**config.mk**
```make
export PLATFORM = sky130hd
export DESIGN_NAME = store_buffer
export DESIGN_NICKNAME = d
export VERILOG_FILES = /design/src/rtl/store_buffer.sv
export SDC_FILE = /design/constraint.sdc
export NUM_CORES = 1
export LEC_CHECK = 0
export ABC_CLOCK_PERIOD_IN_PS = 10850
export CAP_MARGIN = 0
export CORE_ASPECT_RATIO = 1.75
export CORE_MARGIN = 1.5
export CORE_UTILIZATION = 60
export CTS_BUF_LIST = sky130_fd_sc_hd__clkbuf_8
export DETAILED_ROUTE_END_ITERATION = 10
export PLACE_DENSITY_LB_ADDON = 0.05
export SYNTH_ARGS = -nofsm -noshare
export SYNTH_HDL_FRONTEND = slang
export SYNTH_SLANG_ARGS = --single-unit
```
**constraint.sdc**
```tcl
create_clock -name clk -period 10.85 [get_ports clk]
set_clock_uncertainty 0.1 [all_clocks]
set_input_delay 1.6275 -clock clk [delete_from_list [all_inputs] [get_ports clk]]
set_output_delay 1.6275 -clock clk [all_outputs]
set_load 0.03 [all_outputs]
```
**src/rtl/store_buffer.sv**
```systemverilog
// -----------------------------------------------------------------------------
// store_buffer
//   Write buffer between the MEM-stage pipeline register and an 8-bit data
//   memory with a registered read port. Stores are queued in a circular FIFO
//   and retired to memory in cycles where no load owns the port. Loads
//   forward the youngest matching queued store, so queued data always hides
//   older memory contents. Load latency stays one cycle.
//
//   Optional feature: define STORE_BUFFER_COALESCE_EN to merge a store into
//   the youngest valid entry with the same address instead of allocating.
//
// Parameters
//   DEPTH : number of entries (power of two, 2..16)
//   AW    : address width
//   DW    : data width
//
// Ports
//   clk, reset       : clock, synchronous active-high reset
//   cpu_memread      : load request this cycle
//   cpu_memwrite     : store request this cycle
//   cpu_addr         : request address
//   cpu_wdata        : store data
//   cpu_rdata        : load result, valid the cycle after the request
//   stall            : store not accepted this cycle (buffer full)
//   sb_empty         : no valid entries
//   mem_memread      : data memory read enable
//   mem_memwrite     : data memory write enable
//   mem_addr         : data memory address
//   mem_writedata    : data memory write data
//   mem_readdata     : data memory registered read data
//
// Handshake: a store is accepted at the rising edge of any cycle where
//   cpu_memwrite=1 and stall=0; while stall=1 the pipeline holds the request.
// -----------------------------------------------------------------------------
module store_buffer #(
  parameter int DEPTH = 4,
  parameter int AW    = 8,
  parameter int DW    = 8
) (
  input  logic          clk,
  input  logic          reset,
  input  logic          cpu_memread,
  input  logic          cpu_memwrite,
  input  logic [AW-1:0] cpu_addr,
  input  logic [DW-1:0] cpu_wdata,
  output logic [DW-1:0] cpu_rdata,
  output logic          stall,
  output logic          sb_empty,
  output logic          mem_memread,
  output logic          mem_memwrite,
  output logic [AW-1:0] mem_addr,
  output logic [DW-1:0] mem_writedata,
  input  logic [DW-1:0] mem_readdata
);

  localparam int PW = $clog2(DEPTH);
  localparam int CW = PW + 1;

  logic          valid_q [DEPTH];
  logic          valid_d [DEPTH];
  logic [AW-1:0] addr_q  [DEPTH];
  logic [AW-1:0] addr_d  [DEPTH];
  logic [DW-1:0] data_q  [DEPTH];
  logic [DW-1:0] data_d  [DEPTH];
  logic [PW-1:0] head_q, head_d;
  logic [PW-1:0] tail_q, tail_d;
  logic [CW-1:0] count_q, count_d;
  logic          ld_q, ld_d;
  logic          hit_q, hit_d;
  logic [DW-1:0] fwd_q, fwd_d;

  logic          full;
  logic          ld_take;
  logic          drain;
  logic          alloc;
  logic          coalesce;
  logic          match_hit;
  logic [PW-1:0] match_sel;
  logic [PW-1:0] idx;

  // Youngest-match search: walk from head (oldest) to tail (youngest); a later
  // hit overrides an earlier one. Shared by load forwarding and coalescing.
  always_comb begin
    match_hit = 1'b0;
    match_sel = '0;
    idx       = '0;
    for (int k = 0; k < DEPTH; k++) begin
      idx = head_q + PW'(k);
      if (valid_q[idx] && (addr_q[idx] == cpu_addr)) begin
        match_hit = 1'b1;
        match_sel = idx;
      end
    end
  end

  // cpu_memread owns the memory port whenever it is high, which also blocks
  // the drain. With both requests high the store wins and the read result is
  // discarded (ld_d=0), so cpu_rdata returns 0 the next cycle. Reset also
  // blocks the drain so a store being retired that cycle is truly dropped.
  assign full    = (count_q == CW'(DEPTH));
  assign ld_take = cpu_memread & ~cpu_memwrite;
  assign drain   = ~reset & ~cpu_memread & (count_q != '0);

`ifdef STORE_BUFFER_COALESCE_EN
  // If the youngest match is the head, it is the only match; when it leaves
  // this cycle the store must allocate instead.
  assign coalesce = cpu_memwrite & match_hit & ~(drain & (match_sel == head_q));
`else
  assign coalesce = 1'b0;
`endif

  assign stall    = cpu_memwrite & full & ~coalesce;
  assign alloc    = cpu_memwrite & ~full & ~coalesce;
  assign sb_empty = (count_q == '0);

  always_comb begin
    for (int i = 0; i < DEPTH; i++) begin
      valid_d[i] = valid_q[i];
      addr_d[i]  = addr_q[i];
      data_d[i]  = data_q[i];
    end
    head_d  = head_q;
    tail_d  = tail_q;
    count_d = count_q + CW'(alloc) - CW'(drain);

    if (drain) begin
      valid_d[head_q] = 1'b0;
      head_d          = head_q + 1'b1;
    end
    // alloc never targets the draining head: alloc needs count<DEPTH and
    // drain needs count>0, so tail != head whenever both happen.
    if (alloc) begin
      valid_d[tail_q] = 1'b1;
      addr_d[tail_q]  = cpu_addr;
      data_d[tail_q]  = cpu_wdata;
      tail_d          = tail_q + 1'b1;
    end
    if (coalesce) begin
      data_d[match_sel] = cpu_wdata;
    end

    ld_d  = ld_take;
    hit_d = ld_take & match_hit;
    fwd_d = (ld_take & match_hit) ? data_q[match_sel] : '0;
  end

  // Memory port: a load takes priority, otherwise the head entry drains.
  always_comb begin
    mem_memread   = 1'b0;
    mem_memwrite  = 1'b0;
    mem_addr      = '0;
    mem_writedata = '0;
    if (cpu_memread) begin
      mem_memread = 1'b1;
      mem_addr    = cpu_addr;
    end else if (drain) begin
      mem_memwrite  = 1'b1;
      mem_addr      = addr_q[head_q];
      mem_writedata = data_q[head_q];
    end
  end

  assign cpu_rdata = ld_q ? (hit_q ? fwd_q : mem_readdata) : '0;

  always_ff @(posedge clk) begin
    if (reset) begin
      for (int i = 0; i < DEPTH; i++) valid_q[i] <= 1'b0;
      head_q  <= '0;
      tail_q  <= '0;
      count_q <= '0;
      ld_q    <= 1'b0;
      hit_q   <= 1'b0;
      fwd_q   <= '0;
    end else begin
      for (int i = 0; i < DEPTH; i++) valid_q[i] <= valid_d[i];
      head_q  <= head_d;
      tail_q  <= tail_d;
      count_q <= count_d;
      ld_q    <= ld_d;
      hit_q   <= hit_d;
      fwd_q   <= fwd_d;
    end
  end

  // Payload storage needs no reset; it is only read through valid entries.
  always_ff @(posedge clk) begin
    for (int i = 0; i < DEPTH; i++) begin
      addr_q[i] <= addr_d[i];
      data_q[i] <= data_d[i];
    end
  end

endmodule

```
==> results of run 1 <==
-- worst paths after layout --
check,start,to,slack [ps],cells after the start
worst max-delay path,cpu_memread,mem_addr[7],5090,5
worst min-delay path,count_q[2]$_SDFF_PP0_,count_q[2]$_SDFF_PP0_,480,2
worst max register to register,head_q[0]$_SDFFE_PP0P_,fwd_q[6]$_SDFF_PP0_,5160,11
worst min register to register,count_q[2]$_SDFF_PP0_,count_q[2]$_SDFF_PP0_,480,2
-- sequential cells by signal, summed over array words and instances, names as in the netlist, named ones only --
name and flops:
tail_q 2, data_q 32, ld_q 1, hit_q 1, count_q 3, valid_q 4, head_q 2, addr_q 32
fwd_q 8
-- worst reg2reg max path: cells and delay by family (launching register included) --
family / cells / cell delay [ps]
buf+inv: 3 / 1410
xor+xnor: 1 / 240
fa+ha+maj: 1 / 810
compound gates: 3 / 840
flops: 1 / 320
mux: 1 / 560
simple gates: 2 / 1290
-- cells in the final DEF (no fill, tap or decap), drive strengths merged, types with 2 or more instances in the layout --
| cell | netlist | routed |
|---|---|---|
| ha | 10 | 10 |
| a221o | 16 | 16 |
| a22o | 7 | 7 |
| a221oi | 8 | 8 |
| o211ai | 10 | 10 |
| and2 | 16 | 16 |
| nand2b | 2 | 2 |
| mux4 | 29 | 29 |
| a32oi | 4 | 4 |
| clkbuf | 21 | 9 |
| a21oi | 8 | 8 |
| clkinv | 0 | 3 |
| clkdlybuf4s50 | 0 | 55 |
| a2111oi | 16 | 16 |
| dfxtp | 23 | 23 |
| and3 | 2 | 2 |
| inv | 11 | 13 |
| xor2 | 17 | 17 |
| a211o | 2 | 2 |
| a21o | 2 | 2 |
| nand3 | 8 | 8 |
| o32ai | 26 | 26 |
| nor3 | 7 | 7 |
| nor4 | 2 | 2 |
| nand2 | 21 | 21 |
| mux2i | 32 | 32 |
| mux2 | 2 | 2 |
| xnor2 | 31 | 31 |
| nor2 | 40 | 40 |
| nor2b | 9 | 9 |
| edfxtp | 64 | 64 |
| buf | 25 | 7 |
| o21ai | 10 | 10 |
| o21bai | 8 | 8 |
-- metrics by stage --
step	cells	power (uW)	hold WS [ps]	cell area, um^2
CTS	657	1280	485	6520
floorplan	503	914	409	5790
finish	657	1280	477	6520
global placement	641	1040	444	6320
detailed placement	641	1050	458	6320
global route	657	1350	520	6520
-- cells by family (layout without fill, tap and decap cells) --
logic type,after synthesis,after routing,share of synthesized area [%]
DFF,87,87,41.2
AOI/OAI and AO/OA,125,125,17.8
muxes,63,63,17.2
adders and majority gates,11,11,2.51
and+or+nand+nor,112,112,9.34
buffers and inverters,57,89,4.67
xor gates and xnor gates,48,48,7.27
-- layer usage --
metal,global-route usage (%),vias to the layer above,share of wire (%)
li1,-,2035,-
met1,31.4,2195,35
met2,54.0,178,55
met3,4.48,43,5.3
met4,14.9,0,4.0
met5,0,-,0
-- layout make-up --
| type | instances | area [um^2] |
|---|---|---|
| Clock buffer | 9 | 124 |
| Clock inverter | 7 | 80.1 |
| Fill cell | 709 | 2890 |
| Timing Repair Buffer | 62 | 603 |
| Sequential cell | 87 | 2380 |
| Tap cell | 122 | 153 |
| Multi-Input combinational cell | 359 | 3140 |
| Inverter | 11 | 41.3 |
-- power by group through the flow --
stage / logic [uW] / clock network [uW] / registers [uW]
after floorplan: 485 / 0 / 428
after global routing: 656 / 250 / 440
after global placement: 598 / 0 / 440
final: 610 / 236 / 435
after detailed placement: 607 / 0 / 442
after CTS: 610 / 239 / 435
==> results.md, run 1 <==
* NetSw at 493 uW
* Power per cell area at 196 nW/um^2
* Synth top cells by count: edfxtp_1, nor2_1, mux2i_1, xnor2_1, mux4_2
* First-pass GRT wire length at 23000 um
* Clock Tree Buf Depth at 2
* Pin count of the biggest net entering global routing at 56
* Critical-path cell list: clkdlybuf4s50_1, nor3_2, buf_4, a32o_1, clkdlybuf4s50_1
* Final Setup Violations at 0
* Net Sw Frac at 38.5%
* Worst Setup Start Kind: input pin
* Layout area overhead at 12.8%
* Final period util at 53.1%
* DR iter-0 viols at 453
* Part of the power in combinational logic at 47.6%
* Die height at 133 um
* Timing-limited maximum frequency at 0.174 GHz
* Setup Fix Bufs, Post-CTS at 0
* Crit Path Max Fanout at 14
* Worst-Skew Late Latency at 370 ps
* Syn. warnings at 0
* Initial antenna violation count at 0
* Via Count at 4451
* Reg power frac at 34.0%
* Min cycle time layout at 5760 ps
* Post-synth EDFFs at 64
* Die W at 77.2 um
* DRC at 0
* 1st-pass router iterations at 5
* Least-Margin Pin Slew at 1240 ps
* Cell area after synthesis at 5790 um^2
* Syn_area_per_cell at 11.5 um^2
* H-tree levels at 3
* Cell leakage power at 0.00201 uW
* Clk pwr share at 18.4%
* WP data required at 9120 ps
* Detail-routed via count per cell at 6.77
* Routed Antenna Nets at 0
* Critical path arrival at 4030 ps
* Crit path largest cell delay at 740 ps
* Core Area at 9410 um^2
* Most common cell in the netlist: edfxtp_1
* Crit-path leading delay family: buffers and inverters
* Slew HR at 16.8%
* Worst path bufs/invs at 3
* Area share of the largest cell type after synthesis at 33.2%
* Final #Nets at 569
* Starting density of the core at 61.5%
* Outcome: completed
* # hold bufs at CTS at 0
* Wirelength per Cell at 21.9 um
* Gpl congestion at 0.928
* Crit-path most repeated cell: clkdlybuf4s50_1
* Ant diodes at 0
* Min setup slack post-route at 5090 ps
* RSZ-0062 raised after global routing: false
* Sink Count at 87
* Full die area at 10300 um^2
* Row cnt at 47
* CTS buffer count at 9
* Ys async rst share at 0%
* Slowest CP cell: clkdlybuf4s50_1
* Hold Fails Final Rpt at 0
* Worst Setup End Kind: primary output
* Yosys cell types at 53
* Sequential fraction of the synthesis area at 41.2%
* Share of cells above drive strength 1 at 11.6%
* CTS resizes at 0
* Buffers on Ports at 55
* Synth Flop Type: edfxtp_1
* Vias in the first global route at 4573
* Hold Path Class: reg2reg
* Grt ovf at 0
* Int Power at 788 uW
* Synth Net Count at 542
* Layout Utilization at 69.3%
* MaxCap Viol Count at 0
* Max rail drop VDD at 0.137 mV
* HPWL Detailed at 9700 um
* Synth Register Bits at 87
* Post-place setup slack at 5080 ps
* Routed WL at 14400 um
* CTS Root Buffer Type: clkbuf_8
* Setup total negative slack at 0 ps
* Fin. max-slew vios at 0
* GRT Total Usage at 29.2%
* Cells after Synth at 503
* CTS tree: yes
* Worst-path clk slew at 90 ps
* Area leader, netlist: edfxtp_1
* Crit path kind: in2out
* I/O Pins at 56
* Synth area leaders: edfxtp_1, mux4_2, dfxtp_1
No activity file was read; power rests on OpenSTA's default activity.
==> run 2: changes to the inputs <==
- ABC_CLOCK_PERIOD_IN_PS: 10850 -> 5980
- clock period: 10.85 -> 5.98 ns (I/O delays scaled with it)
==> run 2 against run 1 <==
Effect of this change: first-iteration DRC count is 1.1% lower; power grew 83%; via count grew 0.70%; sequential cell count unchanged; sequential share of layout area fell by 0.22 points; worst hold slack worse by 12 ps; critical path type unchanged; register-to-register slack worse by 3400 ps; cell area grew 0.61%; final cell count increased by 0.76%; worst setup slack lost 3400 ps.
==> results.md, run 2 (synthesis results as in run 1) <==
* Largest regs: addr_q: 32 flops, data_q: 32 flops, fwd_q: 8 flops (unchanged)
* DR iter-0 viols at 448 (was 453)
* Routed Antenna Nets at 0 (unchanged)
* RSZ-0062 raised after global routing: false (unchanged)
* Final period util at 72.1%
* Least-Margin Pin Slew at 1030 ps (was 1240 ps)
* Critical path arrival at 3320 ps (was 4030 ps)
* Clock Tree Buf Depth at 2 (unchanged)
* Die W at 77.2 um (unchanged)
* Hold Path Class: reg2reg (unchanged)
* Crit Path Max Fanout at 14 (unchanged)
* Share of cells above drive strength 1 at 12.4% (was 11.6%)
* Hold Fails Final Rpt at 0 (unchanged)
* Die height at 133 um (unchanged)
* GR Layer Usage met3 at 4.41% (was 4.48%)
* # hold bufs at CTS at 0 (unchanged)
* Ant diodes at 0 (unchanged)
* Buffers on Ports at 55 (unchanged)
* Wirelength per Cell at 22.2 um (was 21.9 um)
* First-pass GRT wire length at 23500 um (was 23000 um)
* Worst-path clk slew at 80 ps (was 90 ps)
* Sink Count at 87 (unchanged)
* Initial antenna violation count at 0 (unchanged)
* GR Layer Usage met2 at 52.6% (was 54.0%)
* Worst Setup Start Kind: input pin (unchanged)
* Final Setup Violations at 0 (unchanged)
* Fin. max-slew vios at 0 (unchanged)
* Outcome: completed (unchanged)
* Crit path kind: in2out (unchanged)
* CTS tree: yes (unchanged)
* Final #Nets at 574 (was 569)
* H-tree levels at 3 (unchanged)
* Slew HR at 31.5% (was 16.8%)
* 1st-pass router iterations at 7 (was 5)
* Cell leakage power at 0.00203 uW (was 0.00201 uW)
* Post-place setup slack at 1650 ps (was 5080 ps)
* GRT Total Usage at 29.8% (was 29.2%)
* Via Count at 4482 (was 4451)
* Detail-routed via count per cell at 6.77 (about the same)
* I/O Pins at 56 (unchanged)
* Gpl congestion at 0.935 (was 0.928)
* Starting density of the core at 61.5% (unchanged)
* Min cycle time layout at 4310 ps
* GR peak layer: met2 (unchanged)
* Vias in the first global route at 4692 (was 4573)
* Commonest cells after routing, fill and taps aside: edfxtp_1, clkdlybuf4s50_1, nor2_1 (unchanged)
* Setup Fix Bufs, Post-CTS at 0 (unchanged)
* Cell total after placement at 646 (was 641)
* WHS Path Cells at 2 (unchanged)
* CTS Root Buffer Type: clkbuf_8 (unchanged)
* Routed WL at 14700 um (was 14400 um)
* Min setup slack post-route at 1670 ps (was 5090 ps)
* Layout area overhead at 13.5% (was 12.8%)
* MaxCap Viol Count at 0 (unchanged)
* HPWL Detailed at 10100 um (was 9700 um)
* DRC at 0 (unchanged)
* Timing-limited maximum frequency at 0.232 GHz
* Filler cells at 726 (was 709)
* Grt ovf at 0 (unchanged)
* Full die area at 10300 um^2 (unchanged)
* CTS buffer count at 9 (unchanged)
* Setup total negative slack at 0 ps (unchanged)
* Max rail drop VDD at 0.385 mV (was 0.137 mV)
* Worst Setup End Kind: primary output (unchanged)
* GRT met1 Usage at 33.1% (was 31.4%)
* Pin count of the biggest net entering global routing at 55 (was 56)
* Final Non-Filler Cells at 662 (was 657)
* Row cnt at 47 (unchanged)
* Most common cell after layout, fill and taps aside: edfxtp_1 (unchanged)
* Layout Utilization at 69.8% (was 69.3%)
* Power per cell area at 356 nW/um^2 (was 196 nW/um^2)
* R2r worst-path depth at 9 (was 11)
* CTS resizes at 0 (unchanged)
* Core Area at 9410 um^2 (unchanged)
* Worst-Skew Late Latency at 360 ps (was 370 ps)
* WP data required at 4980 ps (was 9120 ps)
==> run 2: worst paths after layout <==
path                                             start                endpoint  slack [ps]
worst min-delay path            tail_q[1]$_SDFFE_PP0P_  tail_q[1]$_SDFFE_PP0P_         460
worst max register to register                register     fwd_q[5]$_SDFF_PP0_        1730
worst min register to register  tail_q[1]$_SDFFE_PP0P_  tail_q[1]$_SDFFE_PP0P_         460
worst max-delay path                       cpu_memread             mem_addr[1]        1670
==> run 2: per-stage QoR <==
step / area [um^2] / power (uW) / hold slack [ps]
2_1_floorplan: 5790 / 1660 / 409
4_1_cts: 6560 / 2340 / 470
6_report: 6560 / 2340 / 465
3_5_place_dp: 6360 / 1920 / 453
3_3_place_gp: 6360 / 1880 / 429
5_1_grt: 6560 / 2460 / 486
==> run 2: worst max-delay path: stages <==
cell	delay, ps
clkdlybuf4s50_1	760
nor3_2	470
buf_4	300
a22o_1	200
clkdlybuf4s50_1	680
==> run 2: layer usage <==
layer	part of all wire (%)	up-vias
li1	-	2042
met1	36	2215
met2	54	171
met3	4.7	54
met4	5.1	0
met5	0	-
==> run 2: layout make-up <==
class / count / area (um^2) / area share [%]
Tap cell: 122 / 153 / 2.33
Inverter: 11 / 41.3 / 0.629
Multi-Input combinational cell: 359 / 3140 / 47.8
Sequential cell: 87 / 2380 / 36.3
Timing Repair Buffer: 67 / 641 / 9.76
Clock buffer: 10 / 138 / 2.10
Clock inverter: 6 / 68.8 / 1.05
==> run 2: power by group <==
| part | total (uW) | internal [uW] | switching (uW) |
|---|---|---|---|
| combinational | 1100 | 511 | 589 |
| sequential | 811 | 724 | 86.6 |
| clock | 428 | 207 | 222 |
| total | 2340 | 1440 | 897 |
